File: src/rtl/music_pkg.sv
// Shared definitions for the music output path: envelope states, sample/level
// widths and the offset that maps a signed sample onto the unsigned modulator input.
package music_pkg;

    localparam int SAMPLE_W = 8;
    localparam int LEVEL_W  = 8;
    localparam logic [LEVEL_W-1:0] SILENCE_OFFSET = 8'd128;

    typedef enum logic [2:0] {
        ST_IDLE    = 3'd0,
        ST_ATTACK  = 3'd1,
        ST_DECAY   = 3'd2,
        ST_SUSTAIN = 3'd3,
        ST_RELEASE = 3'd4
    } env_state_e;

    // Signed sample to unsigned modulator code; 0 maps to mid-scale.
    function automatic logic [LEVEL_W-1:0] to_offset_binary(input logic signed [SAMPLE_W-1:0] s);
        return LEVEL_W'(s) + SILENCE_OFFSET;
    endfunction

endpackage

File: src/rtl/env_dac_dsm_1bit.sv
// First-order 1-bit delta-sigma modulator; carry out of an 8-bit phase
// accumulator is the output bit, so ones density equals u/256.
module dsm_1bit
    import music_pkg::*;
(
    input  logic               clk,
    input  logic               rst,
    input  logic [LEVEL_W-1:0] u,
    input  logic               hold_zero,
    output logic               q
);

    logic [LEVEL_W:0] acc_q;
    logic [LEVEL_W:0] acc_d;

    // Next accumulator value; bit 8 holds the carry that becomes q.
    always_comb begin
        acc_d = '0;
        if (hold_zero) begin
            acc_d = '0;
        end else begin
            acc_d = {1'b0, acc_q[LEVEL_W-1:0]} + {1'b0, u};
        end
    end

    // Accumulator register with async reset.
    always_ff @(posedge clk or posedge rst) begin
        if (rst) begin
            acc_q <= '0;
        end else begin
            acc_q <= acc_d;
        end
    end

    assign q = acc_q[LEVEL_W];

endmodule

File: src/rtl/env_dac.sv
// Music output stage: ADSR envelope applied to the sequencer's wave samples,
// then converted to a 1-bit delta-sigma stream for the buzzer.
module env_dac
    import music_pkg::*;
#(
    parameter int ENV_DIV      = 12000,
    parameter int ATTACK_STEP  = 32,
    parameter int DECAY_STEP   = 4,
    parameter int SUSTAIN_LVL  = 160,
    parameter int RELEASE_STEP = 8
) (
    input  logic                       CLK,
    input  logic                       RST,
    input  logic signed [SAMPLE_W-1:0] wave,
    input  logic                       wave_valid,
    input  logic                       note_on,
    input  logic                       note_off,
    input  logic                       mute,
    output logic        [LEVEL_W-1:0]  env_level,
    output logic                       active,
    output logic                       q
);

    localparam int PRE_W = (ENV_DIV > 2) ? $clog2(ENV_DIV) : 1;
    localparam logic [PRE_W-1:0] PRE_MAX = PRE_W'(ENV_DIV - 1);
    localparam logic [LEVEL_W:0] ATK9 = 9'(ATTACK_STEP);
    localparam logic [LEVEL_W:0] DEC9 = 9'(DECAY_STEP);
    localparam logic [LEVEL_W:0] REL9 = 9'(RELEASE_STEP);
    localparam logic [LEVEL_W:0] SUS9 = 9'(SUSTAIN_LVL);

    env_state_e                  state_q, state_d;
    logic        [LEVEL_W-1:0]   env_q, env_d;
    logic        [PRE_W-1:0]     pre_q, pre_d;
    logic signed [SAMPLE_W-1:0]  sample_q, sample_d;
    logic signed [SAMPLE_W-1:0]  scaled_q, scaled_d;
    logic                        active_q, active_d;
    logic                        tick_s;
    logic        [LEVEL_W:0]     env9_s;
    logic signed [15:0]          samp_x_s, env_x_s, prod_s;
    logic                        hold_zero_s;

    assign tick_s = (pre_q == PRE_MAX);
    assign env9_s = {1'b0, env_q};

    // Envelope tick prescaler; note_on realigns it so the first step is a full period away.
    always_comb begin
        pre_d = pre_q;
        if (note_on || tick_s) begin
            pre_d = '0;
        end else begin
            pre_d = pre_q + PRE_W'(1);
        end
    end

    // Envelope FSM: strobes act immediately, level changes only on a tick.
    always_comb begin
        state_d = state_q;
        env_d   = env_q;
        if (note_on) begin
            state_d = ST_ATTACK;
        end else if (note_off && (state_q inside {ST_ATTACK, ST_DECAY, ST_SUSTAIN})) begin
            state_d = ST_RELEASE;
        end else if (tick_s) begin
            case (state_q)
                ST_IDLE: begin
                    env_d = '0;
                end
                ST_ATTACK: begin
                    if (env9_s + ATK9 >= 9'd255) begin
                        env_d   = 8'd255;
                        state_d = ST_DECAY;
                    end else begin
                        env_d = env_q + 8'(ATTACK_STEP);
                    end
                end
                ST_DECAY: begin
                    if (env9_s <= SUS9 + DEC9) begin
                        env_d   = 8'(SUSTAIN_LVL);
                        state_d = ST_SUSTAIN;
                    end else begin
                        env_d = env_q - 8'(DECAY_STEP);
                    end
                end
                ST_SUSTAIN: begin
                    env_d = env_q;
                end
                ST_RELEASE: begin
                    if (env9_s <= REL9) begin
                        env_d   = '0;
                        state_d = ST_IDLE;
                    end else begin
                        env_d = env_q - 8'(RELEASE_STEP);
                    end
                end
                default: begin
                    env_d   = '0;
                    state_d = ST_IDLE;
                end
            endcase
        end else begin
            state_d = state_q;
        end
    end

    // Sample capture and envelope scaling (signed x unsigned, floor shift by 8).
    always_comb begin
        sample_d = wave_valid ? wave : sample_q;
        samp_x_s = {{8{sample_q[SAMPLE_W-1]}}, sample_q};
        env_x_s  = {8'd0, env_q};
        prod_s   = samp_x_s * env_x_s;
        scaled_d = SAMPLE_W'(prod_s >>> 8);
        active_d = (state_d != ST_IDLE);
    end

    // Silence uses the next state so q drops in the same cycle the envelope goes idle.
    assign hold_zero_s = (state_d == ST_IDLE) || mute;

    // State and datapath registers.
    always_ff @(posedge CLK or posedge RST) begin
        if (RST) begin
            state_q  <= ST_IDLE;
            env_q    <= '0;
            pre_q    <= '0;
            sample_q <= '0;
            scaled_q <= '0;
            active_q <= 1'b0;
        end else begin
            state_q  <= state_d;
            env_q    <= env_d;
            pre_q    <= pre_d;
            sample_q <= sample_d;
            scaled_q <= scaled_d;
            active_q <= active_d;
        end
    end

    dsm_1bit u_dsm (
        .clk       (CLK),
        .rst       (RST),
        .u         (to_offset_binary(scaled_q)),
        .hold_zero (hold_zero_s),
        .q         (q)
    );

    assign env_level = env_q;
    assign active    = active_q;

endmodule

File: config.mk
export PLATFORM = sky130hd
export DESIGN_NAME = env_dac
export DESIGN_NICKNAME = d
export VERILOG_FILES = /design/src/rtl/music_pkg.sv /design/src/rtl/env_dac_dsm_1bit.sv /design/src/rtl/env_dac.sv
export SDC_FILE = /design/constraint.sdc
export NUM_CORES = 1
export LEC_CHECK = 0
export ABC_AREA = 0
export CAP_MARGIN = 20
export CORE_ASPECT_RATIO = 0.6
export CORE_UTILIZATION = 40
export CTS_BUF_LIST = sky130_fd_sc_hd__clkbuf_8 sky130_fd_sc_hd__clkbuf_16
export DETAILED_ROUTE_END_ITERATION = 10
export GPL_ROUTABILITY_DRIVEN = 0
export PLACE_DENSITY = 0.62
export SLEW_MARGIN = 20
export SYNTH_ARGS = -nofsm -noshare
export SYNTH_HDL_FRONTEND = slang
export SYNTH_SLANG_ARGS = --single-unit
File: constraint.sdc
create_clock -name CLK -period 5.9 [get_ports CLK]
set_input_delay 1.18 -clock CLK [delete_from_list [all_inputs] [get_ports CLK]]
set_output_delay 1.18 -clock CLK [all_outputs]
set_load 0.005 [all_outputs]
# Yosys cells after proc, flatten, opt, wreduce, memory -nomap -nowiden
# Index checks and enable logic that the tools add are counted.
op_classes:
  muxes: 13
  add_sub_neg: 7
  multipliers: 1
  order_cmp: 3
  n_eq_ne: 5
  n_bitwise: 3
  n_reduce_logical: 9
op_table:
  columns: ["cell", "count"]
  rows:
  - ["$pmux W8 S4", 1]
  - ["$mux W8", 3]
  - ["$mux W3", 6]
  - ["$mul A8 B9 Y16", 1]
  - ["$add A14 B1 Y14 const B", 1]
  - ["$eq A14 B14 Y1 const B", 1]
  - ["$mux W14", 1]
  - ["$pmux W3 S4", 1]
  - ["$add A8 B6 Y9 const B", 1]
  - ["$add A8 B8 Y9", 1]
  - ["$ge A9 B8 Y1 const B", 1]
  - ["$mux W9", 1]
  - ["$add A8 B6 Y8 const B", 1]
  - ["$add A8 B8 Y8 const B", 1]
  - ["$le A8 B4 Y1 const B", 1]
  - ["$le A8 B8 Y1 const B", 1]
  - ["$sub A8 B3 Y8 const B", 1]
  - ["$sub A8 B4 Y8 const B", 1]
  - ["$eq A3 B2 Y1 const B", 2]
  - ["$logic_not A3 Y1", 2]
  - ["$reduce_bool A3 Y1", 2]
  - ["$reduce_and A4 Y1", 1]
  - ["$eq A3 B1 Y1 const B", 1]
  - ["$eq A3 B3 Y1 const B", 1]
  - ["other kinds (4)", 7]
totals:
  reg_bits: 51
  wordCells: 48
  output_inout_bits: 10
  inputBits: 14

# Logic depth before layout (Yosys ltp)
# Gate-level depths: netlist of run 1.
logic_depth:
  depth_word: 10
  mapped_depth: 18
  ltp_nobuf: 18

# Cells and area by module
# Synthesis of run 1 repeated with hierarchy kept, for this count alone.
unflattened:
  cells_unflattened: 509
  hier_area_um2: 4707.0
modules_own_cells:
  columns: ["module", "n_inst", "seq_area_each_um2", "area_per_inst_um2", "cells_each"]
  rows:
  - ["env_dac", 1, 1026.0, 4108.9, 447]
  - ["dsm_1bit", 1, 225.2, 598.1, 62]

# Worst setup path after synthesis of run 1
# OpenSTA, ideal clock, no wires.
synth_path:
  path_kind: "flip-flop to flip-flop"
  from: "register env_q[0], in the netlist env_level[0]"
  to: "register scaled_q[7]"
  required_ns: 5.775
  stages_incl_launch_ff: 19
  arrival_ns: 4.216
  setup_ns: 0.125
  period_less_slack_ns: 4.341
  path_buffers: 1
  slack_ns: 1.559
  cell_sequence: "dfrtp_1 clkbuf_1 and2_1 or2_2 ha_1 inv_1 fa_1 inv_1 fa_1 inv_1 fa_1 inv_1 ha_1 nand4_1 o22ai_1 a22oi_1 a21oi_1 a21oi_1 xnor2_1"
synth_via:
  elab_chain_len: 1
synth_rtl:
  columns: ["item", "line", "text"]
  rows:
  - ["start, declared", "env_dac.sv:32", "logic [LEVEL_W-1:0] env_q, env_d;"]
  - ["start signal, assigned", "env_dac.sv:129", "env_q <= env_d;"]
  - ["$mul A8 B9 Y16", "env_dac.sv:110", "prod_s = samp_x_s * env_x_s;"]
  - ["named net prod_s[15]", "env_dac.sv:39", "logic signed [15:0] samp_x_s, env_x_s, prod_s;"]
  - ["end signal, assigned", "env_dac.sv:132", "scaled_q <= scaled_d;"]
  - ["end, declared", "env_dac.sv:35", "logic signed [SAMPLE_W-1:0] scaled_q, scaled_d;"]
# The timed path passes the listed nets, and every way through them passes these cells.
# A chain may end at the register's enable or synchronous reset.

# Worst setup path in the final report of run 1
# Same ends and word-level chain as after synthesis.

==> reports/results.md, run 1 <==
Detailed routing
• **violation count after the first detailed-route iteration** 145
• **number of optimization iterations in the first detailed-route pass** 4
• **total vias in the final route** 3400
• **final routed wire length divided by cell count** 14.7 um
• **number of vias per cell** 5.03
• **antenna-violating nets left** 0
• **# DRC** 0
• **wirelength, routed** 9.94 mm

Timing
• **post-route fraction of the period consumed by the critical path** 0.783
• **worst-case clock skew** 5.90 ps
• **maximum operating frequency** 216 MHz
• **time the worst path needs with I/O delays and setup** 4620 ps
• **setup repair after global routing missed its margin** false
• **final-report hold violation count** 0
• **normalized max-slew margin** 0.407
• **slew at the pin closest to its max-slew limit** 882 ps
• **setup total negative slack** 0 ps
• **final slew viol count** 0
• **setup violation total in the final timing report** 0

CTS
• **CTS clk-pin slew, worst paths** 60 ps
• **buffer type at the clock tree root** clkbuf_16
• **Longest Clk Path Bufs** 2
• **TritonCTS Buffers** 5
• **CTS tree** built
• **postcts setup bufs** 0
• **Clock Latency Late Sink** 290 ps
• **CTS Sinks** 50
• **number of levels the H-tree was split into** 2
• **cells resized by post-CTS repair** 0
• **cts hold-fix bufs** 0

Pwr
• **Net Sw Frac** 0.311
• **part of the total power dissipated in the clock network** 0.278
• **Total Power** 1010 uW
• **Seq pwr share** 0.417
• **LEAKAGE** 0.00251 uW
• **Comb pwr share** 0.306
• **Internal** 694 uW
• **NetSw** 313 uW
• **areal power density over the cells** 194 nW/um^2
• **maximum ir drop on the vdd rail** 0.0000990 V

Logic synthesis
• **average size of a mapped cell** 9.31 um^2
• **unique cell type count in the Yosys netlist** 50
• **synthesized flop and latch total** 50
• **count of flip-flops with a built-in enable after synthesis** 0
• **area fraction in compound gates after synthesis** 0.0914
• **proportion of register bits with asynchronous set or reset after synthesis** 1.00
• **largest family of logic cells by synthesized area** adder cells
• **count of warnings emitted by yosys** 0
• **number of instances in the synthesized netlist** 501
• **Post-Syn Nets** 609
• **area share of fa/ha/maj cells after synthesis** 0.311
• **post-synthesis share of cell area spent on and, or, nand and nor gates** 0.188
• **most used flip-flop cell after synthesis** dfrtp_1
• **multiplexer area fraction after synthesis** 0.0193
• **Seq/Total Area, Yosys** 0.268
• **area share of xor/xnor cells in the synthesized design** 0.0582
• **cell area after synthesis** 4670 um^2

Worst hold path
• **class of the tightest hold or removal check** flop to flop

Global routing
• **number of antenna violations at the first check in global routing** 0
• **pin count of the biggest net entering global routing** 51
• **total overflow reported by the global router** 0
• **wire length of the first global-routing pass** 17.5 mm
• **number of global-route vias before repair** 3572
• **Global Route Usage Sum** 0.184

Worst setup path
• **critical path endpoint category** flop
• **worst r2r dst** scaled_q[7]$_DFF_PP0_
• **endpoint of the most critical setup path** scaled_q[7]$_DFF_PP0_
• **logic depth of the worst register-to-register path** 17
• **signal arrival time at the worst endpoint** 4790 ps
• **data required time of the worst path** 6070 ps
• **R2R Path Start** env_level[0]$_DFFE_PP0P_
• **Critical Path Source Type** flop
• **Worst setup startpoint** env_level[0]$_DFFE_PP0P_
• **highest net fanout along the worst path** 15
• **worst setup path class** flop to flop
• **Register-to-Register Setup Slack** 1280 ps

Floorplanning
• **die height** 85.7 um
• **cell row count** 30
• **x dimension of the die** 141 um
• **number of top-level pins** 24
• **initial standard-cell utilization of the core** 0.412
• **area of the core** 11300 um^2
• **die outline area** 12100 um^2

Layout
• **Area growth syn-to-layout** 11.1%
• **final design utilization** 0.457
• **antenna cell count** 0
• **Layout Nets** 625
• **fraction of final layout cells with drive strength greater than 1** 0.0484

Flow run
• **maxcap violations** 0

Placed design
• **Port Buf Inserts** 23
• **HPWL reported at the end of detailed placement** 7.92 mm

Status
• **outcome** completed

==> cell usage after synthesis, drive strengths merged (13+ instances only) <==
cell    instances  area [um^2]
a21oi          18         90.1
and2           33          206
o21ai          15         75.1
ha             59          738
xor2           17          149
clkbuf         13         48.8
xnor2          14          123
inv            64          240
nor3           15         86.3
dfrtp          50         1250
fa             35          701
nor2           37          139
nand2          46          173
==> flip-flops by register name (all words and copies together) (netlist names) <==
name / flops
pre_q: 14
u_dsm.acc_q: 9
sample_q: 8
scaled_q: 8
env_level: 7
state_q: 3
active: 1
==> area by class of cell <==
cell class	instances	area, um^2
Clock buffer	6	139
Multi-Input combinational cell	372	3110
Fill cell	1096	6150
Tap cell	160	200
Sequential cell	50	1250
Timing Repair Buffer	24	238
Inverter	64	240
==> layer usage <==
layer  global-route usage  vias to the layer above  share of wire
li1                     -                     1679              -
met1                0.281                     1642           0.54
met2                0.276                       74           0.41
met3               0.0296                        5          0.048
met4               0.0293                        0         0.0049
met5                    0                        -              0
==> layout by cell type (no fill, tap or decap), drive strengths merged, types with 4 or more instances in the layout <==
cell           count
fa                35
nand4              4
and2              33
a21oi             18
clkdlybuf4s50     23
xnor2             14
inv               64
o21a               5
o21ai             15
xor2              17
dfrtp             50
ha                59
nand2             46
mux2               8
clkbuf             6
nor2b              4
nand3             10
nor3              15
nor2              37
and3               8
==> power groups by stage <==
| stage | sequential (uW) | clock, uW | combinational, uW |
|---|---|---|---|
| 2_1_floorplan | 413 | 0 | 242 |
| 3_3_place_gp | 425 | 0 | 292 |
| 3_5_place_dp | 425 | 0 | 307 |
| 4_1_cts | 419 | 293 | 312 |
| 5_1_grt | 426 | 307 | 358 |
| 6_report | 420 | 280 | 308 |
==> per-stage QoR <==
stage	hold slack, ps	cell area [um^2]	setup WS, ps	cells
floorplan	455	4670	1560	501
global placement	483	5040	1400	670
detailed placement	483	5040	1270	670
CTS	492	5180	1270	676
global route	547	5180	922	676
finish	490	5180	1280	676
==> logic make-up (layout without fill, tap and decap cells) <==
| group | count (synthesis) | after routing |
|---|---|---|
| AND/OR/NAND/NOR | 173 | 173 |
| adder cells (fa/ha/maj) | 95 | 95 |
| buffers and inverters | 79 | 94 |
| AO/OA/AOI/OAI | 65 | 65 |
| flip-flops | 50 | 50 |
| XOR/XNOR | 31 | 31 |
| multiplexers | 8 | 8 |
==> worst max-delay path, cell delays in order (launching register included) <==
cell and delay [ps]:
dfrtp_1 550, and2_1 250, or2_2 300, ha_1 270, inv_1 50, fa_1 530
inv_1 50, fa_1 520, inv_1 50, fa_1 530, inv_1 40, ha_1 290
nand4_1 90, o22ai_1 310, a22oi_1 180, a21oi_1 230, a21oi_1 110, xnor2_1 120
==> worst min-delay path by stage <==
stage,start,end,slack [ps],depth (start not counted)
after floorplan,pre_q[0]$_DFF_PP0_,pre_q[0]$_DFF_PP0_,450,1
after global placement,pre_q[0]$_DFF_PP0_,pre_q[0]$_DFF_PP0_,480,1
after detailed placement,pre_q[0]$_DFF_PP0_,pre_q[0]$_DFF_PP0_,480,1
after CTS,pre_q[0]$_DFF_PP0_,pre_q[0]$_DFF_PP0_,490,1
after global routing,pre_q[0]$_DFF_PP0_,pre_q[0]$_DFF_PP0_,550,1
final,pre_q[0]$_DFF_PP0_,pre_q[0]$_DFF_PP0_,490,1
(Power assumes the default switching activity.)
==> run 2: changes to the inputs <==
- clock period: 5.9 -> 4.53 ns (I/O delays scaled with it)
==> reports/results.md, run 2 (synthesis gave the netlist of run 1 again) <==
Layout
• **max reg flops** 14, unchanged
• **antenna cell count** 0, unchanged
• **final design instance area without fill** 5340 um^2, was 5180 um^2
• **top register by number of flip-flops** pre_q, unchanged
• **fraction of final layout cells with drive strength greater than 1** 0.0882, was 0.0484
• **Area growth syn-to-layout** 14.3%, was 11.1%
• **Largest regs** pre_q x14, u_dsm.acc_q x9, unchanged
• **Layout Nets** 640, was 625
• **most frequent cells in the layout** 62 x inv_1, 59 x ha_1, 48 x dfrtp_1, was 63 x inv_1, 59 x ha_1, 50 x dfrtp_1
• **most frequent standard cell in the layout excluding fill and tap cells** inv_1, unchanged

Worst setup path
• **cell seen most often among critical-path stages** inv_1, unchanged
• **data required time of the worst path** 4740 ps, was 6070 ps
• **signal arrival time at the worst endpoint** 4510 ps, was 4790 ps
• **cell with the largest stage delay on the worst path** fa_1, was dfrtp_1
• **critical-path cell list** and2_1 -> or2_2 -> ha_1 -> inv_1 -> fa_1 -> inv_1 -> fa_1 -> inv_1 -> fa_1 -> inv_1 -> ha_1 -> nand4_1 -> o22ai_2 -> buf_4 -> o21a_1 -> o21a_1 -> nor2_1 -> xnor2_1, was and2_1 -> or2_2 -> ha_1 -> inv_1 -> fa_1 -> inv_1 -> fa_1 -> inv_1 -> fa_1 -> inv_1 -> ha_1 -> nand4_1 -> o22ai_1 -> a22oi_1 -> a21oi_1 -> a21oi_1 -> xnor2_1
• **Top delay family on crit path** adder cells, unchanged
• **worst setup path class** flop to flop, unchanged
• **Critical Path Source Type** flop, unchanged
• **Largest stage delay, worst path** 530 ps, was 550 ps
• **critical path buffer and inverter count** 5, was 4
• **highest net fanout along the worst path** 8, was 15
• **critical path endpoint category** flop, unchanged

Floorplanning
• **number of top-level pins** 24, unchanged
• **initial standard-cell utilization of the core** 0.412, unchanged
• **die height** 85.7 um, unchanged
• **cell row count** 30, unchanged
• **area of the core** 11300 um^2, unchanged
• **die outline area** 12100 um^2, unchanged
• **x dimension of the die** 141 um, unchanged

Timing
• **worst hold slack** 480 ps, was 490 ps
• **slew at the pin closest to its max-slew limit** 841 ps, was 882 ps
• **setup violation total in the final timing report** 0, unchanged
• **setup slack after layout** 231 ps, was 1280 ps
• **maximum operating frequency** 233 MHz, was 216 MHz
• **final-report hold violation count** 0, unchanged
• **worst-case clock skew** 2.94 ps, was 5.90 ps
• **time the worst path needs with I/O delays and setup** 4300 ps, was 4620 ps
• **post-route fraction of the period consumed by the critical path** 0.949, was 0.783
• **final slew viol count** 0, unchanged
• **normalized max-slew margin** 0.434, was 0.407

Detailed routing
• **total vias in the final route** 3415, was 3400
• **final routed wire length divided by cell count** 14.6 um, was 14.7 um
• **wirelength, routed** 10.1 mm, was 9.94 mm
• **number of optimization iterations in the first detailed-route pass** 4, unchanged
• **number of vias per cell** 4.93, was 5.03
• **# DRC** 0, unchanged
• **antenna-violating nets left** 0, unchanged
• **violation count after the first detailed-route iteration** 179, was 145

Pwr
• **Seq pwr share** 0.398, was 0.417
• **Net Sw Frac** 0.304, was 0.311
• **part of the total power dissipated in the clock network** 0.306, was 0.278
• **Total Power** 1370 uW, was 1010 uW
• **maximum ir drop on the vdd rail** 0.000126 V, was 0.0000990 V
• **NetSw** 417 uW, was 313 uW
• **Comb pwr share** 0.296, was 0.306
• **Internal** 953 uW, was 694 uW
• **LEAKAGE** 0.00260 uW, was 0.00251 uW
• **areal power density over the cells** 257 nW/um^2, was 194 nW/um^2

Global routing
• **pin count of the biggest net entering global routing** 33, was 51
• **number of global-route vias before repair** 3496, was 3572
• **total overflow reported by the global router** 0, unchanged
• **number of antenna violations at the first check in global routing** 0, unchanged
• **Global Route Usage Sum** 0.184, about the same
• **wire length of the first global-routing pass** 17.6 mm, was 17.5 mm

CTS
• **CTS Sinks** 50, unchanged
• **number of levels the H-tree was split into** 2, unchanged
• **cts hold-fix bufs** 0, unchanged
• **CTS tree** built, unchanged
• **CTS clk-pin slew, worst paths** 60 ps, about the same
• **Clock Latency Late Sink** 290 ps, about the same
• **buffer type at the clock tree root** clkbuf_16, unchanged
• **Longest Clk Path Bufs** 2, unchanged
• **TritonCTS Buffers** 5, unchanged

Placed design
• **cell area after placement** 5130 um^2, was 5040 um^2
• **pre-CTS WS** 34.2 ps, was 1270 ps
• **Port Buf Inserts** 23, unchanged
• **HPWL reported at the end of detailed placement** 8.10 mm, was 7.92 mm

Status
• **outcome** completed, unchanged

Worst hold path
• **class of the tightest hold or removal check** flop to flop, unchanged

Flow run
• **maxcap violations** 0, unchanged

-- run 2: cell count changes in the layout (fill, tap and decap cells not counted), sizes merged --
cell	change
clkbuf	-1
clkinv	+2
bufinv	+1
buf	+15
-- run 2: layout make-up --
| class | instances | area (um^2) |
|---|---|---|
| clock inverter | 3 | 40.0 |
| multi-input combinational | 372 | 3130 |
| timing repair buffer | 39 | 350 |
| sequential | 50 | 1250 |
| tap | 160 | 200 |
| inverter | 64 | 240 |
| fill | 1086 | 6000 |
| clock buffer | 5 | 125 |
-- run 2: routing by layer --
metal	part of all wire	track usage	routed length, um	up-vias
li1	-	-	-	1714
met1	0.54	0.277	5490	1613
met2	0.39	0.274	4000	78
met3	0.055	0.0346	553	10
met4	0.0084	0.0342	85	0
met5	0	0	0	-
-- run 2: path summary, 6_finish.rpt --
| kind | startpoint | to | slack, ps | cells after the start |
|---|---|---|---|---|
| min reg2reg | pre_q[0]$_DFF_PP0_ | pre_q[0]$_DFF_PP0_ | 480 | 1 |
| min in group asynchronous | RST | u_dsm.acc_q[5]$_DFF_PP0_ | 920 | 2 |
| min | pre_q[0]$_DFF_PP0_ | pre_q[0]$_DFF_PP0_ | 480 | 1 |
| max reg2reg | sample_q[6]$_DFFE_PP0P_ | scaled_q[2]$_DFF_PP0_ | 230 | 18 |
| max in group asynchronous | RST | env_level[3]$_DFFE_PP0P_ | 2820 | 3 |
| max | sample_q[6]$_DFFE_PP0P_ | scaled_q[2]$_DFF_PP0_ | 230 | 18 |
-- run 2: metrics by stage --
| stage | std cells | setup TNS (ps) | utilization |
|---|---|---|---|
| detailed placement | 682 | 0 | 0.453 |
| global placement | 682 | 0 | 0.453 |
| finish | 693 | 0 | 0.471 |
| floorplan | 501 | 0 | - |
| CTS | 690 | 0 | 0.467 |
| global route | 693 | -22.5 | 0.471 |
-- run 2: what timing repair did --
action                                  in CTS  in global routing
buffers inserted                             0                  3
hold endpoints to repair                     0                  0
endpoints found under the setup margin       0                  7
resized for setup                            0                  6
-- run 2: power by group through the flow --
stage | registers (uW) | clock network (uW) | logic [uW]
after global placement | 552 | 0 | 389
after floorplan | 538 | 0 | 315
final | 546 | 419 | 406
after detailed placement | 554 | 0 | 401
after global routing | 553 | 451 | 471
after CTS | 546 | 431 | 404
==> run 3: changes to the inputs <==
- clock period: 4.53 -> 4.8 ns (I/O delays scaled with it)
==> reports/results.md, run 3 (synthesis gave the netlist of run 1 again) <==
Status
• **outcome** completed, unchanged

Layout
• **final design instance area without fill** 5240 um^2, was 5340 um^2
• **Area growth syn-to-layout** 12.4%, was 14.3%
• **fraction of final layout cells with drive strength greater than 1** 0.0629, was 0.0882
• **top register by number of flip-flops** pre_q, unchanged
• **final design utilization** 0.462, was 0.471
• **Layout Nets** 633, was 640
• **count of filler cells inserted in the layout** 1096, was 1086
• **sequential standard cell area** 1250 um^2, about the same
• **antenna cell count** 0, unchanged
• **most frequent standard cell in the layout excluding fill and tap cells** inv_1, unchanged
• **area of the multi-input gates** 3120 um^2, was 3130 um^2
• **most frequent cells in the layout** 65 x inv_1, 59 x ha_1, 50 x dfrtp_1, was 62 x inv_1, 59 x ha_1, 48 x dfrtp_1
• **Largest regs** pre_q x14, u_dsm.acc_q x9, unchanged
• **max reg flops** 14, unchanged

Worst setup path
• **worst setup path class** flop to flop, unchanged
• **highest net fanout along the worst path** 6, was 8
• **Largest stage delay, worst path** 530 ps, about the same
• **cell with the largest stage delay on the worst path** fa_1, unchanged
• **signal arrival time at the worst endpoint** 4640 ps, was 4510 ps
• **Critical Path Source Type** flop, unchanged
• **cell seen most often among critical-path stages** inv_1, unchanged
• **critical-path cell list** inv_1 -> nor2_1 -> or2_2 -> ha_1 -> inv_1 -> fa_1 -> inv_1 -> fa_1 -> inv_1 -> fa_1 -> inv_1 -> ha_1 -> a21oi_1 -> o21ai_0 -> a22oi_1 -> a21oi_1 -> a21oi_1 -> xnor2_1, was and2_1 -> or2_2 -> ha_1 -> inv_1 -> fa_1 -> inv_1 -> fa_1 -> inv_1 -> fa_1 -> inv_1 -> ha_1 -> nand4_1 -> o22ai_2 -> buf_4 -> o21a_1 -> o21a_1 -> nor2_1 -> xnor2_1
• **data required time of the worst path** 5010 ps, was 4740 ps
• **critical path endpoint category** flop, unchanged

CTS
• **CTS clk-pin slew, worst paths** 60 ps, about the same
• **buffer type at the clock tree root** clkbuf_16, unchanged
• **TritonCTS Buffers** 5, unchanged
• **number of levels the H-tree was split into** 2, unchanged
• **Longest Clk Path Bufs** 2, unchanged
• **CTS Sinks** 50, unchanged
• **cts hold-fix bufs** 0, unchanged
• **CTS tree** built, unchanged
• **Clock Latency Late Sink** 290 ps, about the same

Detailed routing
• **final routed wire length divided by cell count** 14.7 um, was 14.6 um
• **routed metal-1 wirelength** 5.39 mm, was 5.49 mm
• **wirelength, routed** 10.1 mm, about the same
• **number of vias per cell** 5.08, was 4.93
• **antenna-violating nets left** 0, unchanged
• **# DRC** 0, unchanged
• **number of optimization iterations in the first detailed-route pass** 4, unchanged
• **total vias in the final route** 3480, was 3415
• **met2 wire length** 4.02 mm, was 4.00 mm
• **violation count after the first detailed-route iteration** 152, was 179
• **sum of met3 wire segment lengths after detailed routing** 576 um, was 553 um
• **highest routed metal layer** met4, unchanged

Pwr
• **LEAKAGE** 0.00256 uW, was 0.00260 uW
• **maximum ir drop on the vdd rail** 0.000110 V, was 0.000126 V
• **areal power density over the cells** 234 nW/um^2, was 257 nW/um^2

Floorplanning
• **x dimension of the die** 141 um, unchanged
• **initial standard-cell utilization of the core** 0.412, unchanged
• **die outline area** 12100 um^2, unchanged
• **cell row count** 30, unchanged
• **number of top-level pins** 24, unchanged
• **area of the core** 11300 um^2, unchanged
• **die height** 85.7 um, unchanged

Placed design
• **cell area after placement** 5100 um^2, was 5130 um^2
• **Port Buf Inserts** 23, unchanged
• **HPWL reported at the end of detailed placement** 8.12 mm, was 8.10 mm

Global routing
• **pin count of the biggest net entering global routing** 33, unchanged
• **wire length of the first global-routing pass** 17.4 mm, was 17.6 mm
• **number of global-route vias before repair** 3507, was 3496
• **total overflow reported by the global router** 0, unchanged
• **Global Route Usage Sum** 0.184, about the same
• **number of antenna violations at the first check in global routing** 0, unchanged

Timing
• **post-route fraction of the period consumed by the critical path** 0.922, was 0.949
• **worst hold slack** 493 ps, was 480 ps
• **normalized max-slew margin** 0.435, was 0.434
• **time the worst path needs with I/O delays and setup** 4430 ps, was 4300 ps
• **setup violation total in the final timing report** 0, unchanged
• **maximum operating frequency** 226 MHz, was 233 MHz
• **final slew viol count** 0, unchanged
• **slew at the pin closest to its max-slew limit** 839 ps, was 841 ps
• **setup total negative slack** 0 ps, unchanged
• **worst-case clock skew** 6.76 ps, was 2.94 ps
• **final-report hold violation count** 0, unchanged
• **setup repair after global routing missed its margin** false

Worst hold path
• **class of the tightest hold or removal check** flop to flop, unchanged

Flow run
• **maxcap violations** 0, unchanged

## run 3: critical path: cells and delay by family (launching register included)
| kind | cells | cell delay (ps) |
|---|---|---|
| buffers and inverters | 5 | 390 |
| adders and majority gates | 5 | 2060 |
| AOI/OAI and AO/OA | 5 | 960 |
| DFF | 1 | 420 |
| and+or+nand+nor | 2 | 370 |
| xor gates and xnor gates | 1 | 140 |
## run 3: repair_timing
action	CTS	global route
buffers inserted	0	0
gates resized for setup	0	1
endpoints found under the setup margin	0	1
## run 3: metal layers
layer	vias up	global-route usage
met5	-	0
met4	0	0.0450
met3	11	0.0324
met2	91	0.263
met1	1676	0.285
li1	1702	-
## run 3: through the flow
stage / total power [uW] / std cells / worst slack, ps
finish: 1230 / 685 / 373
global route: 1320 / 685 / 91.5
floorplan: 805 / 501 / 459
detailed placement: 900 / 678 / 309
CTS: 1240 / 685 / 300
global placement: 884 / 678 / 363
## run 3: final cells by class
| cell class | instances | area share |
|---|---|---|
| multi-input cells | 372 | 0.595 |
| flip-flops and latches | 50 | 0.239 |
| repair buffers | 32 | 0.0568 |
| inverters | 64 | 0.0458 |
| well taps | 160 | 0.0382 |
| clock buffers | 5 | 0.0239 |
| clock inverters | 2 | 0.00143 |
## run 3: final timing paths
check | start | end | slack (ps) | depth (start not counted)
max | sample_q[7]$_DFFE_PP0P_ | scaled_q[7]$_DFF_PP0_ | 370 | 18
min | pre_q[0]$_DFF_PP0_ | pre_q[0]$_DFF_PP0_ | 490 | 1
max reg2reg | sample_q[7]$_DFFE_PP0P_ | scaled_q[7]$_DFF_PP0_ | 370 | 18
min reg2reg | pre_q[0]$_DFF_PP0_ | pre_q[0]$_DFF_PP0_ | 490 | 1
max in group asynchronous | RST | sample_q[5]$_DFFE_PP0P_ | 3040 | 3
min in group asynchronous | RST | active$_DFF_PP0_ | 980 | 2
## run 3: power by group
part	switching, uW	total (uW)	internal, uW
Sequential	39.7	516	476
Clock	145	332	187
Combinational	202	377	175
Total	387	1230	838
